File: src/rtl/niosii_system_sysid_pkg.sv
// Shared definitions for the sysid checker: FSM state encoding, the word
// offsets of the sysid slave and the width of the per-read timeout counter.
package niosii_system_sysid_pkg;

  typedef enum logic [2:0] {
    ST_IDLE    = 3'd0,
    ST_REQ_ID  = 3'd1,
    ST_WAIT_ID = 3'd2,
    ST_REQ_TS  = 3'd3,
    ST_WAIT_TS = 3'd4,
    ST_FINISH  = 3'd5
  } state_e;

  // Word addresses inside the sysid slave.
  localparam logic ADDR_ID = 1'b0;
  localparam logic ADDR_TS = 1'b1;

  // Timeout counter width; TIMEOUT_CYCLES must fit (2..65535).
  localparam int TMO_W = 16;

endpackage

File: src/rtl/niosii_system_sysid_timeout.sv
// Per-read timeout counter.
//   clock, reset  clock and synchronous active-high reset
//   clear_i       restart from zero (has priority over enable_i)
//   enable_i      count one cycle
//   count_o       current count
//   tc_o          count has reached TIMEOUT_CYCLES-1
module niosii_system_sysid_timeout
  import niosii_system_sysid_pkg::*;
#(
  parameter int unsigned TIMEOUT_CYCLES = 1024
) (
  input  logic             clock,
  input  logic             reset,
  input  logic             clear_i,
  input  logic             enable_i,
  output logic [TMO_W-1:0] count_o,
  output logic             tc_o
);

  localparam logic [TMO_W-1:0] TC_VAL = TMO_W'(TIMEOUT_CYCLES - 1);

  logic [TMO_W-1:0] cnt_q, cnt_d;

  always_comb begin
    cnt_d = cnt_q;
    if (clear_i)       cnt_d = '0;
    else if (enable_i) cnt_d = cnt_q + 1'b1;
  end

  always_ff @(posedge clock) begin
    if (reset) cnt_q <= '0;
    else       cnt_q <= cnt_d;
  end

  assign count_o = cnt_q;
  assign tc_o    = (cnt_q == TC_VAL);

endmodule

File: config.mk
export PLATFORM = sky130hd
export DESIGN_NAME = niosii_system_sysid_timeout
export DESIGN_NICKNAME = d
export VERILOG_FILES = /design/src/rtl/niosii_system_sysid_pkg.sv /design/src/rtl/niosii_system_sysid_timeout.sv
export SDC_FILE = /design/constraint.sdc
export NUM_CORES = 1
export LEC_CHECK = 0
export BUFFER_PORTS_ARGS = -buffer_cell sky130_fd_sc_hd__clkbuf_2
export CORE_MARGIN = 1.5
export CORE_UTILIZATION = 48
export CTS_BUF_LIST = sky130_fd_sc_hd__clkbuf_16
export DETAILED_ROUTE_END_ITERATION = 16
export GPL_TIMING_DRIVEN = 0
export HOLD_SLACK_MARGIN = 0.03
export PLACE_DENSITY = 0.82
export SLEW_MARGIN = 20
export SYNTH_ARGS = -nofsm -noshare
export SYNTH_HDL_FRONTEND = slang
export SYNTH_SLANG_ARGS = --single-unit
File: constraint.sdc
create_clock -name clock -period 1.9 [get_ports clock]
set_input_delay 0.285 -clock clock [delete_from_list [all_inputs] [get_ports clock]]
set_output_delay 0.285 -clock clock [all_outputs]
set_load 0.02 [all_outputs]
### After elaboration in Yosys (flattened, before gate mapping)

Index checks and enable logic that the tools add are counted.
Widths: inputs -> output; s select.

| storage, ports and cells | value |
|---|---|
| bits in registers | 16 |
| word-level logic and storage cells | 4 |
| input port bits | 4 |
| output and inout bits | 17 |

| cells by class | value |
|---|---|
| add/subtract/negate cells | 1 |
| equal/unequal tests | 1 |
| reduce and logical (&&, ||, !) cells | 1 |

Operator list:

| cell | number |
|---|---|
| $add 16x1->16 const B | 1 |
| $eq 16x10->1 const B | 1 |
| $reduce_or 2->1 | 1 |

### Longest topological paths before layout

Gate-level depths: netlist of run 1.

| logic depth | value |
|---|---|
| word-level depth | 1 |
| gate-level depth with buffers | 5 |
| gate-level depth less buffers | 5 |

### Worst setup path after synthesis of run 1

No wires, ideal clock.

| path | value |
|---|---|
| path type | reg2out |
| from | register cnt_q[0] (netlist: count_o[0]) |
| to | output tc_o |
| slack | -0.044 ns |
| arrival time | 1.659 ns |
| path buffers | 0 |
| cell stages (with the launch flop) | 5 |
| cells stage by stage | dfxtp_1 -> ha_1 -> nor4b_1 -> nand4_1 -> nor4_1 |

| on the way | value |
|---|---|
| word-level cells in the longest chain between the ends | 1 |

RTL lines:

| element | line | RTL |
|---|---|---|
| from (decl) | niosii_system_sysid_timeout.sv:22 | `logic [TMO_W-1:0] cnt_q, cnt_d;` |
| from (signal assigned) | niosii_system_sysid_timeout.sv:32 | `else cnt_q <= cnt_d;` |
| $eq 16x10->1 | niosii_system_sysid_timeout.sv:36 | `assign tc_o = (cnt_q == TC_VAL);` |
| to (decl) | niosii_system_sysid_timeout.sv:17 | `output logic tc_o` |

Every way passes these cells.

### Worst setup path after layout of run 1

| path | value |
|---|---|
| from | register cnt_q[1] (netlist: count_o[1]) |
| to | output tc_o |

The elaborated chain is that of the path after synthesis.

==> impl_metrics.prom, run 1 <==
# TYPE chip_impl_metric gauge
chip_impl_info{name="status",value="completed"} 1
chip_impl_metric{name="core_region_area",unit="sq um"} 1370
chip_impl_info{name="synth_top_cell_by_area",value="sky130_fd_sc_hd__dfxtp_1"} 1
chip_impl_metric{name="grt_pass1_vias",unit=""} 573
chip_impl_metric{name="slew_viol_final",unit=""} 0
chip_impl_metric{name="overall_fraction_of_global_route_tracks_in_use",unit="%"} 17.7
chip_impl_metric{name="max-cap-violations",unit=""} 0
chip_impl_metric{name="yosysWarnings",unit=""} 0
chip_impl_metric{name="layout-drive-gt1-share",unit="%"} 30.2
chip_impl_info{name="dominantRegCellSynth",value="sky130_fd_sc_hd__dfxtp_1"} 1
chip_impl_metric{name="synth_cell_types",unit=""} 23
chip_impl_metric{name="worst-path-buf-inv",unit=""} 1
chip_impl_info{name="crit_path_cell_trace",value="ha_1, nor4b_1, nand4_1, nor4_2, buf_2"} 1
chip_impl_metric{name="postRouteAntennaNets",unit=""} 0
chip_impl_metric{name="overflow",unit=""} 0
chip_impl_metric{name="gp_routability_congestion",unit=""} 0.803
chip_impl_metric{name="cts_buffers",unit=""} 3
chip_impl_metric{name="insertedDiodeCount",unit=""} 0
chip_impl_metric{name="fin_nets",unit=""} 112
chip_impl_metric{name="pwr_density_cell",unit="nW/um^2"} 808
chip_impl_info{name="synth_area_leaders",value="sky130_fd_sc_hd__dfxtp_1, sky130_fd_sc_hd__xor2_1, sky130_fd_sc_hd__nor2_1"} 1
chip_impl_metric{name="final_critical_path_setup_slack",unit="ns"} 0.0690
chip_impl_info{name="cts-root-buf",value="sky130_fd_sc_hd__clkbuf_16"} 1
chip_impl_metric{name="placement_rows",unit=""} 13
chip_impl_info{name="crit_type",value="reg -> out"} 1
chip_impl_metric{name="die_y",unit="microns"} 42.2
chip_impl_metric{name="timing.final.hold_violations",unit=""} 0
chip_impl_metric{name="tightest_slew",unit="ns"} 0.408
chip_impl_metric{name="hold_buffers",unit=""} 0
chip_impl_metric{name="floorplan.die_area",unit="sq um"} 1780
chip_impl_metric{name="drt_pass1_iterations",unit=""} 4
chip_impl_metric{name="postSynthRegisterBits",unit=""} 16
chip_impl_metric{name="htree_levels",unit=""} 1
chip_impl_info{name="grt_setup_unrepaired",value="no"} 1
chip_impl_metric{name="grt_first_pass_wirelength",unit="microns"} 2420
chip_impl_metric{name="preCtsSetupSlack",unit="ns"} 0.262
chip_impl_metric{name="synthesis.area_per_instance",unit="sq um"} 8.99
chip_impl_metric{name="fmaxAchievable",unit="GHz"} 0.546
chip_impl_metric{name="yosys.area.top_type_share",unit="%"} 43.5
chip_impl_metric{name="detail_route.wl_per_cell",unit="microns"} 12.0
chip_impl_metric{name="period_minus_slack",unit="ns"} 1.83
chip_impl_metric{name="synth_nets",unit=""} 87
chip_impl_info{name="cpLargestDelayFamily",value="simple AND/OR/NAND/NOR gates"} 1
chip_impl_metric{name="worst_slew_margin_rel",unit="%"} 72.8
chip_impl_info{name="final_cell_mix",value="sky130_fd_sc_hd__clkbuf_2, sky130_fd_sc_hd__nor2_1, sky130_fd_sc_hd__dfxtp_1"} 1
chip_impl_metric{name="clkTransAtPathRegs",unit="ns"} 0.05
chip_impl_metric{name="grt_antenna_before_repair",unit=""} 0
chip_impl_metric{name="vdd.ir_drop.worst",unit="V"} 0.000492
chip_impl_metric{name="dpl.hpwl",unit="microns"} 1080
chip_impl_metric{name="met1Wirelength",unit="microns"} 670
chip_impl_metric{name="critical_path_peak_fanout",unit=""} 4
chip_impl_metric{name="detail_route.vias_per_cell",unit=""} 5.40
chip_impl_metric{name="fin_worst_skew",unit="ns"} 0.00155
chip_impl_metric{name="synth.cell_area",unit="sq um"} 737
chip_impl_metric{name="largest_register_ffs",unit=""} 16
chip_impl_metric{name="clkLatencyLatePin",unit="ns"} 0.24
chip_impl_metric{name="num_ports",unit=""} 21
chip_impl_metric{name="p_leak",unit="nW"} 0.381
chip_impl_info{name="holdCritPathClass",value="in -> reg"} 1
chip_impl_metric{name="detailroute.wirelength.met2",unit="microns"} 668
chip_impl_metric{name="worst_path_largest_cell_delay",unit="ns"} 0.37
chip_impl_metric{name="worst-endpoint-arrival",unit="ns"} 1.55
chip_impl_metric{name="setup_tns",unit="ns"} 0
chip_impl_metric{name="critical_path_required",unit="ns"} 1.62
chip_impl_metric{name="synthToLayoutAreaGrowth",unit="%"} 28.2
chip_impl_metric{name="synth_async_sr_flop_share",unit="%"} 0
chip_impl_info{name="setup.worst_path.start_class",value="flop"} 1
chip_impl_metric{name="edff_count_synth",unit=""} 0
chip_impl_metric{name="num_vias",unit=""} 653
chip_impl_metric{name="first_iter_violations",unit=""} 17
chip_impl_metric{name="grt_start_max_net_pins",unit=""} 11
chip_impl_info{name="final_common_cell",value="sky130_fd_sc_hd__clkbuf_2"} 1
chip_impl_metric{name="wl_met3",unit="microns"} 74
chip_impl_metric{name="clock_sink_count",unit=""} 16
chip_impl_metric{name="clock_path_buffers",unit=""} 2
chip_impl_metric{name="initial_core_util",unit="%"} 53.9
chip_impl_metric{name="synthCells",unit=""} 82
chip_impl_info{name="critPathSlowestCell",value="sky130_fd_sc_hd__dfxtp_1"} 1
chip_impl_metric{name="final.period_utilization",unit="%"} 96.4
chip_impl_info{name="top_layer_used",value="met4"} 1
chip_impl_metric{name="die_w",unit="microns"} 42.2
chip_impl_info{name="timing.critical_path.to_type",value="primary output"} 1
chip_impl_metric{name="hold-worst-slack",unit="ns"} 0.379
chip_impl_metric{name="final-setup-viol-count",unit=""} 0
chip_impl_metric{name="report.power.total",unit="W"} 0.000763
chip_impl_metric{name="route.detailed.drc",unit=""} 0
chip_impl_metric{name="synth_seq_area_share",unit="%"} 43.5
chip_impl_metric{name="finalWirelength",unit="microns"} 1450
chip_impl_metric{name="buffer_ports.inserted",unit=""} 20
chip_impl_info{name="tritoncts",value="done"} 1
==> Yosys cell counts (2+ instances only) <==
master and number:
sky130_fd_sc_hd__and3_1 2, sky130_fd_sc_hd__nor4_1 3, sky130_fd_sc_hd__a21oi_1 4, sky130_fd_sc_hd__nor2_1 13, sky130_fd_sc_hd__nand4_1 6, sky130_fd_sc_hd__or3_1 4, sky130_fd_sc_hd__o21ai_0 4, sky130_fd_sc_hd__nand2_1 5
sky130_fd_sc_hd__xor2_1 6, sky130_fd_sc_hd__dfxtp_1 16, sky130_fd_sc_hd__xnor2_1 5, sky130_fd_sc_hd__nand3_1 2, sky130_fd_sc_hd__clkbuf_1 2
==> cell type report <==
class	instances	area, sq um
multi-input cells	62	397
fillers	119	422
well taps	15	18.8
flip-flops and latches	16	324
repair buffers	20	100
clock inverters	1	3.75
plain buffers	4	26.3
clock buffers	3	75.1
==> metrics by stage <==
step	area, sq um	utilization (%)	cells
final	945	69.1	121
after detailed placement	862	63.1	117
after floorplan	743	-	82
after CTS	941	68.9	121
after global placement	862	63.1	117
after global routing	945	69.1	121
==> where the power goes <==
| group | internal (W) | switching [W] |
|---|---|---|
| Clock | 0.000279 | 0.000126 |
| Combinational | 0.00000761 | 0.0000113 |
| Sequential | 0.000338 | 0.00000156 |
==> layer usage <==
metal  up-vias  track usage, %
met5         -               0
li1        339               -
met4         0            9.38
met1       288            21.8
met2        21            28.3
met3         5            4.31
==> logic make-up (layout without fill, tap and decap cells) <==
logic type                 Yosys count  after routing  synth area share (%)
adders and majority gates            1              1                  1.70
DFF                                 16             16                  43.5
and+or+nand+nor                     41             41                  31.4
xor gates and xnor gates            11             11                  13.1
buffers and inverters                4             28                  3.57
muxes                                1              1                  1.36
AOI/OAI and AO/OA                    8              8                  5.43
==> tightest hold or removal path: cells and delay by family <==
kind | cells | cell delay [ns]
buf+inv | 1 | 0.14
mux | 1 | 0.08
simple gates | 1 | 0.08
==> path summary, 6_finish.rpt <==
path | start | to | slack, ns | depth (start not counted)
hold / removal | enable_i | count_o[1]$_SDFFE_PP0P_ | 0.38 | 3
setup / recovery | count_o[1]$_SDFFE_PP0P_ | tc_o | 0.07 | 5
hold reg to reg | count_o[15]$_SDFFE_PP0P_ | count_o[15]$_SDFFE_PP0P_ | 0.51 | 2
setup reg to reg | count_o[1]$_SDFFE_PP0P_ | count_o[12]$_SDFFE_PP0P_ | 0.28 | 5
==> repair_timing <==
item | 4_1_cts | 5_1_grt
setup endpoints to repair | 0 | 1
buffers inserted | 0 | 0
resized for setup | 0 | 4
No activity file was read; power rests on OpenSTA's default activity.
==> run 2, diff against run 1 <==
--- a/config.mk
+++ b/config.mk
@@ -13,6 +13,7 @@
 export GPL_TIMING_DRIVEN = 0
 export HOLD_SLACK_MARGIN = 0.03
 export PLACE_DENSITY = 0.82
+export REMOVE_ABC_BUFFERS = 1
 export SLEW_MARGIN = 20
 export SYNTH_ARGS = -nofsm -noshare
 export SYNTH_HDL_FRONTEND = slang
==> run 2 against run 1 <==
Effect of this change: register-to-register slack got worse by 0.21 ns; clock skew hardly changed; worst setup slack got worse by 0.0038 ns; clock power fell by 3%; global-route usage is 0.57 points higher; wire length increased by 21%; via count up 11%; critical path depth down 1; cell count unchanged; sequential cell count is the same; first-iteration DRC count grew 18%; clock-buffer cell count unchanged; critical path type is now reg -> reg; largest cell class unchanged.
==> impl_metrics.prom, run 2 (synthesis results as in run 1) <==
# TYPE chip_impl_metric gauge
chip_impl_info{name="crit_type",value="reg -> reg"} 1
chip_impl_metric{name="overall_fraction_of_global_route_tracks_in_use",unit="%"} 18.3
chip_impl_info{name="timing.critical_path.to_type",value="flop"} 1
chip_impl_info{name="final_common_cell",value="sky130_fd_sc_hd__clkbuf_2"} 1
chip_impl_metric{name="core_region_area",unit="sq um"} 1370
chip_impl_metric{name="finalWirelength",unit="microns"} 1760
chip_impl_metric{name="worst-endpoint-arrival",unit="ns"} 1.96
chip_impl_metric{name="buffer_ports.inserted",unit=""} 20
chip_impl_metric{name="dp.cells",unit=""} 113
chip_impl_metric{name="grt_first_pass_wirelength",unit="microns"} 2410
chip_impl_metric{name="num_vias",unit=""} 727
chip_impl_metric{name="layout-drive-gt1-share",unit="%"} 36.8
chip_impl_metric{name="cts_buffers",unit=""} 3
chip_impl_metric{name="tightest_slew",unit="ns"} 0.513
chip_impl_metric{name="synthToLayoutAreaGrowth",unit="%"} 33.6
chip_impl_info{name="tritoncts",value="done"} 1
chip_impl_metric{name="placement_rows",unit=""} 13
chip_impl_metric{name="die_w",unit="microns"} 42.2
chip_impl_metric{name="initial_core_util",unit="%"} 53.9
chip_impl_info{name="cts-root-buf",value="sky130_fd_sc_hd__clkbuf_16"} 1
chip_impl_metric{name="p_leak",unit="nW"} 0.392
chip_impl_metric{name="critical_path_required",unit="ns"} 2.02
chip_impl_metric{name="grt_antenna_before_repair",unit=""} 0
chip_impl_metric{name="hold_buffers",unit=""} 0
chip_impl_metric{name="grt_start_max_net_pins",unit=""} 17
chip_impl_metric{name="critical_path_peak_fanout",unit=""} 8
chip_impl_metric{name="vdd.ir_drop.worst",unit="V"} 0.000616
chip_impl_metric{name="grt_pass1_vias",unit=""} 557
chip_impl_metric{name="htree_levels",unit=""} 1
chip_impl_info{name="setup.worst_path.start_class",value="flop"} 1
chip_impl_metric{name="insertedDiodeCount",unit=""} 0
chip_impl_metric{name="largest_register_ffs",unit=""} 16
chip_impl_metric{name="worst-r2r-setup-slack",unit="ns"} 0.07
chip_impl_info{name="holdCritPathClass",value="in -> reg"} 1
chip_impl_metric{name="pwr_density_cell",unit="nW/um^2"} 759
chip_impl_metric{name="clkTransAtPathRegs",unit="ns"} 0.05
chip_impl_metric{name="overflow",unit=""} 0
chip_impl_metric{name="final.period_utilization",unit="%"} 96.6
chip_impl_metric{name="max-cap-violations",unit=""} 0
chip_impl_metric{name="die_y",unit="microns"} 42.2
chip_impl_metric{name="worst_slew_margin_rel",unit="%"} 65.5
chip_impl_metric{name="first_iter_violations",unit=""} 20
chip_impl_info{name="final_cell_mix",value="sky130_fd_sc_hd__clkbuf_2, sky130_fd_sc_hd__nor2_1, sky130_fd_sc_hd__dfxtp_1"} 1
chip_impl_metric{name="fin_worst_skew",unit="ns"} 0.00129
chip_impl_metric{name="report.power.total",unit="W"} 0.000747
chip_impl_metric{name="clock_path_buffers",unit=""} 2
chip_impl_metric{name="fmaxAchievable",unit="GHz"} 0.545
chip_impl_metric{name="clock_sink_count",unit=""} 16
chip_impl_metric{name="num_ports",unit=""} 21
chip_impl_metric{name="final_cells",unit=""} 121
chip_impl_metric{name="final-setup-viol-count",unit=""} 0
chip_impl_metric{name="clkLatencyLatePin",unit="ns"} 0.24
chip_impl_metric{name="period_minus_slack",unit="ns"} 1.83
chip_impl_metric{name="drt_pass1_iterations",unit=""} 5
chip_impl_metric{name="fin_nets",unit=""} 113
chip_impl_metric{name="timing.final.hold_violations",unit=""} 0
chip_impl_metric{name="floorplan.die_area",unit="sq um"} 1780
chip_impl_metric{name="dpl.hpwl",unit="microns"} 975
chip_impl_metric{name="slew_viol_final",unit=""} 0
chip_impl_info{name="status",value="completed"} 1
chip_impl_metric{name="gp_routability_congestion",unit=""} 0.758
chip_impl_metric{name="detail_route.vias_per_cell",unit=""} 6.01
chip_impl_metric{name="route.detailed.drc",unit=""} 0
chip_impl_metric{name="detail_route.wl_per_cell",unit="microns"} 14.5
chip_impl_metric{name="postRouteAntennaNets",unit=""} 0
==> run 2: cell types whose count changed in the layout (fill, tap and decap cells not counted) <==
cell                       change
sky130_fd_sc_hd__nor4b_1       -1
sky130_fd_sc_hd__nor4_2        -1
sky130_fd_sc_hd__buf_4         +4
sky130_fd_sc_hd__nor4b_4       +1
sky130_fd_sc_hd__clkbuf_1      -2
sky130_fd_sc_hd__nor4_1        +1
sky130_fd_sc_hd__ha_4          +1
sky130_fd_sc_hd__ha_1          -1
sky130_fd_sc_hd__dfxtp_4       +3
sky130_fd_sc_hd__clkinv_1      -1
sky130_fd_sc_hd__dfxtp_1       -3
sky130_fd_sc_hd__buf_6         -1
==> run 2: routing by layer <==
metal	GRT usage, %	share of wire [%]
met5	0	0
met4	12.5	3.6
met3	5.60	7.9
met2	26.8	45
met1	22.7	44
==> run 2: path summary, 6_finish.rpt <==
path,cells after the start,end,from
worst max-delay path,4,count_o[14]$_SDFFE_PP0P_,count_o[3]$_SDFFE_PP0P_
worst min-delay path,3,count_o[0]$_SDFFE_PP0P_,enable_i
worst max register to register,4,count_o[14]$_SDFFE_PP0P_,count_o[3]$_SDFFE_PP0P_
worst min register to register,2,count_o[7]$_SDFFE_PP0P_,count_o[7]$_SDFFE_PP0P_
==> run 2: worst max-delay path: stages (launching register included) <==
cell                      delay, ns
sky130_fd_sc_hd__dfxtp_1       0.54
sky130_fd_sc_hd__nand4_1       0.38
sky130_fd_sc_hd__nor4_1        0.56
sky130_fd_sc_hd__xnor2_1       0.19
sky130_fd_sc_hd__nor2_1        0.05
==> run 2: where the power goes <==
group | internal [W] | switching [W] | total [W] | leakage [nW]
Combinational | 0.00000731 | 0.0000108 | 0.0000181 | 0.222
Sequential | 0.000335 | 0.00000246 | 0.000337 | 0.133
Clock | 0.000275 | 0.000117 | 0.000392 | 0.0370
==> run 2: area by class of cell <==
type,count,area (sq um)
fillers,109,382
flip-flops and latches,16,335
well taps,15,18.8
repair buffers,25,138
clock buffers,3,75.1
multi-input cells,62,418
==> run 2: metrics by stage <==
stage          worst slack (ns)  util (%)  TNS (ns)  hold WS, ns  cell area [sq um]
4_1_cts                0.000571      66.7         0        0.376                911
3_3_place_gp              0.290      60.7         0        0.492                830
6_report                 0.0652      72.1         0        0.378                985
2_1_floorplan           -0.0464         -   -0.0464        0.433                711
5_1_grt                 -0.0500      72.1   -0.0718        0.401                985
3_5_place_dp              0.280      60.7         0        0.499                830
==> run 2: repair_timing <==
action,in CTS,in global routing
resized for setup,1,13
buffers inserted,0,5
setup endpoints to repair,1,1
pin swaps,0,4
==> run 3, diff against run 2 <==
==> constraint.sdc (replaced) <==
create_clock -name clock -period 1.8 [get_ports clock]
set_input_delay 0.27 -clock clock [delete_from_list [all_inputs] [get_ports clock]]
set_output_delay 0.27 -clock clock [all_outputs]
set_load 0.02 [all_outputs]
==> run 3 against run 2 <==
Effect of this change: the run now ends with setup timing left; hold slack got worse by 0.0077 ns; critical path type is now reg -> out; final area shrank 2.7%; combinational power rose by 7%; die area unchanged; global-route usage is 1.9 points higher; sequential power up 6.5%; cell count decreased by 3.3%; clock power increased by 5%; wire length is 3.8% lower; worst setup slack got worse by 0.066 ns; largest cell class unchanged; critical path depth is 1 higher; total power rose by 5.7%; critical endpoint is now tc_o.
==> impl_metrics.prom, run 3 (synthesis results as in run 1) <==
# TYPE chip_impl_metric gauge
chip_impl_metric{name="overflow",unit=""} 0
chip_impl_metric{name="worst-endpoint-arrival",unit="ns"} 1.53
chip_impl_metric{name="worst-r2r-setup-slack",unit="ns"} 0.01
chip_impl_metric{name="preCtsSetupSlack",unit="ns"} 0.195
chip_impl_metric{name="period_minus_slack",unit="ns"} 1.80
chip_impl_metric{name="route.detailed.drc",unit=""} 0
chip_impl_metric{name="grt_first_pass_wirelength",unit="microns"} 2640
chip_impl_metric{name="first_iter_violations",unit=""} 19
chip_impl_info{name="crit-reg2reg-launch",value="count_o[3]$_SDFFE_PP0P_"} 1
chip_impl_info{name="crit_type",value="reg -> out"} 1
chip_impl_metric{name="drt_pass1_iterations",unit=""} 4
chip_impl_metric{name="num_ports",unit=""} 21
chip_impl_metric{name="setup_tns",unit="ns"} -0.00121
chip_impl_metric{name="initial_core_util",unit="%"} 53.9
chip_impl_info{name="crit_path_cell_trace",value="ha_4, nor4b_4, nand4_1, nor4_2, buf_4"} 1
chip_impl_metric{name="cell_count_of_the_worst_reg_to_reg_path",unit=""} 4
chip_impl_info{name="tritoncts",value="done"} 1
chip_impl_metric{name="p_leak",unit="nW"} 0.372
chip_impl_info{name="cpLargestDelayFamily",value="simple AND/OR/NAND/NOR gates"} 1
chip_impl_metric{name="htree_levels",unit=""} 1
chip_impl_metric{name="fmaxAchievable",unit="GHz"} 0.555
chip_impl_metric{name="clock_sink_count",unit=""} 16
chip_impl_metric{name="detail_route.wl_per_cell",unit="microns"} 14.4
chip_impl_metric{name="clkTransAtPathRegs",unit="ns"} 0.04
chip_impl_metric{name="clkLatencyLatePin",unit="ns"} 0.24
chip_impl_metric{name="synthToLayoutAreaGrowth",unit="%"} 30.1
chip_impl_metric{name="final_critical_path_setup_slack",unit="ns"} -0.00121
chip_impl_metric{name="buffer_ports.inserted",unit=""} 20
chip_impl_metric{name="timing.final.hold_violations",unit=""} 0
chip_impl_metric{name="overall_fraction_of_global_route_tracks_in_use",unit="%"} 20.1
chip_impl_metric{name="largest_register_ffs",unit=""} 16
chip_impl_info{name="cts-root-buf",value="sky130_fd_sc_hd__clkbuf_16"} 1
chip_impl_info{name="final_cell_mix",value="sky130_fd_sc_hd__clkbuf_2, sky130_fd_sc_hd__nor2_1, sky130_fd_sc_hd__dfxtp_1"} 1
chip_impl_metric{name="insertedDiodeCount",unit=""} 0
chip_impl_metric{name="grt_pass1_vias",unit=""} 606
chip_impl_info{name="min_delay_worst_endpoint",value="count_o[0]$_SDFFE_PP0P_"} 1
chip_impl_metric{name="hold-worst-slack",unit="ns"} 0.370
chip_impl_metric{name="worst-path-buf-inv",unit=""} 1
chip_impl_metric{name="hold_depth",unit=""} 3
chip_impl_info{name="holdCritPathClass",value="in -> reg"} 1
chip_impl_metric{name="final.period_utilization",unit="%"} 100
chip_impl_metric{name="core_region_area",unit="sq um"} 1370
chip_impl_metric{name="final-setup-viol-count",unit=""} 1
chip_impl_metric{name="detail_route.vias_per_cell",unit=""} 5.79
chip_impl_metric{name="critical_path_peak_fanout",unit=""} 4
chip_impl_metric{name="worst_slew_margin_rel",unit="%"} 65.9
chip_impl_metric{name="fin_worst_skew",unit="ns"} 0.000609
chip_impl_info{name="violations_in_the_final_reports",value="setup timing"} 1
chip_impl_info{name="final_common_cell",value="sky130_fd_sc_hd__clkbuf_2"} 1
chip_impl_metric{name="placement_rows",unit=""} 13
chip_impl_metric{name="tightest_slew",unit="ns"} 0.506
chip_impl_metric{name="num_vias",unit=""} 678
chip_impl_metric{name="fin_nets",unit=""} 109
chip_impl_info{name="timing.critical_path.to_type",value="primary output"} 1
chip_impl_metric{name="finalWirelength",unit="microns"} 1690
chip_impl_metric{name="layout-drive-gt1-share",unit="%"} 35.3
chip_impl_metric{name="vdd.ir_drop.worst",unit="V"} 0.000671
chip_impl_metric{name="critical_path_required",unit="ns"} 1.53
chip_impl_info{name="end_of_the_worst_register_to_register_path",value="count_o[14]$_SDFFE_PP0P_"} 1
chip_impl_metric{name="die_w",unit="microns"} 42.2
chip_impl_info{name="grt_setup_unrepaired",value="yes"} 1
chip_impl_metric{name="slew_viol_final",unit=""} 0
chip_impl_metric{name="die_y",unit="microns"} 42.2
chip_impl_info{name="setup.worst_path.start_class",value="flop"} 1
chip_impl_metric{name="postRouteAntennaNets",unit=""} 0
chip_impl_info{name="status",value="complete, but fails checks"} 1
chip_impl_metric{name="cts_buffers",unit=""} 3
chip_impl_info{name="critPathSlowestCell",value="sky130_fd_sc_hd__dfxtp_4"} 1
chip_impl_metric{name="hold_buffers",unit=""} 0
chip_impl_metric{name="dpl.hpwl",unit="microns"} 975
chip_impl_metric{name="pwr_density_cell",unit="nW/um^2"} 824
chip_impl_metric{name="grt_antenna_before_repair",unit=""} 0
chip_impl_info{name="hold_crit_start",value="enable_i"} 1
chip_impl_metric{name="gp_routability_congestion",unit=""} 0.758
chip_impl_metric{name="grt_start_max_net_pins",unit=""} 17
chip_impl_metric{name="clock_path_buffers",unit=""} 2
chip_impl_metric{name="max-cap-violations",unit=""} 0
chip_impl_metric{name="worst_path_largest_cell_delay",unit="ns"} 0.37
chip_impl_metric{name="floorplan.die_area",unit="sq um"} 1780
## run 3: changes by cell type in the layout (fill, tap and decap cells not counted), sizes merged
cell	previous run	this run
buf	6	2
## run 3: metal layers
layer,vias up,share of wire [%],GRT usage (%)
li1,332,-,-
met2,21,48,31.1
met4,0,3.1,14.4
met1,319,44,23.2
met5,-,0,0
met3,6,5.0,6.47
## run 3: worst max-delay path by stage
| stage | start | to | depth (start not counted) |
|---|---|---|---|
| 4_1_cts | count_o[4]$_SDFFE_PP0P_ | tc_o | 5 |
| 3_5_place_dp | count_o[0]$_SDFFE_PP0P_ | tc_o | 5 |
| 6_report | count_o[0]$_SDFFE_PP0P_ | tc_o | 5 |
| 2_1_floorplan | count_o[0]$_SDFFE_PP0P_ | tc_o | 4 |
| 5_1_grt | count_o[3]$_SDFFE_PP0P_ | count_o[14]$_SDFFE_PP0P_ | 4 |
| 3_3_place_gp | count_o[0]$_SDFFE_PP0P_ | tc_o | 5 |
## run 3: per-stage QoR
stage,utilization (%),area [sq um],total power (W),instances
4_1_cts,69.3,947,0.000797,117
2_1_floorplan,-,711,0.000376,78
3_5_place_dp,60.7,830,0.000384,113
6_report,70.1,958,0.000790,117
5_1_grt,70.1,958,0.000818,117
3_3_place_gp,60.7,830,0.000384,113
## run 3: what timing repair did
item	4_1_cts	5_1_grt
gates resized for setup	8	6
endpoints found under the setup margin	1	2
endpoints found under the hold margin	0	0
setup buffers	1	0
pin swaps	2	1
## run 3: layout make-up
cell class                      instances  area, sq um
Tap cell                               15         18.8
Sequential cell                        16          330
Timing Repair Buffer                   21          110
Multi-Input combinational cell         62          424
Fill cell                             117          408
Clock buffer                            3         75.1
## run 3: report_power, final
part | switching [W] | leakage [nW] | internal, W | total [W]
logic | 0.0000116 | 0.203 | 0.00000771 | 0.0000193
registers | 0.00000264 | 0.132 | 0.000356 | 0.000359
clock network | 0.000121 | 0.0370 | 0.000290 | 0.000411
total | 0.000135 | 0.372 | 0.000654 | 0.000790
## run 3: worst min-delay path: cells and delay by family
| kind | cells | cell delay [ns] |
|---|---|---|
| buf+inv | 1 | 0.14 |
| xor+xnor | 1 | 0.09 |
| simple gates | 1 | 0.07 |
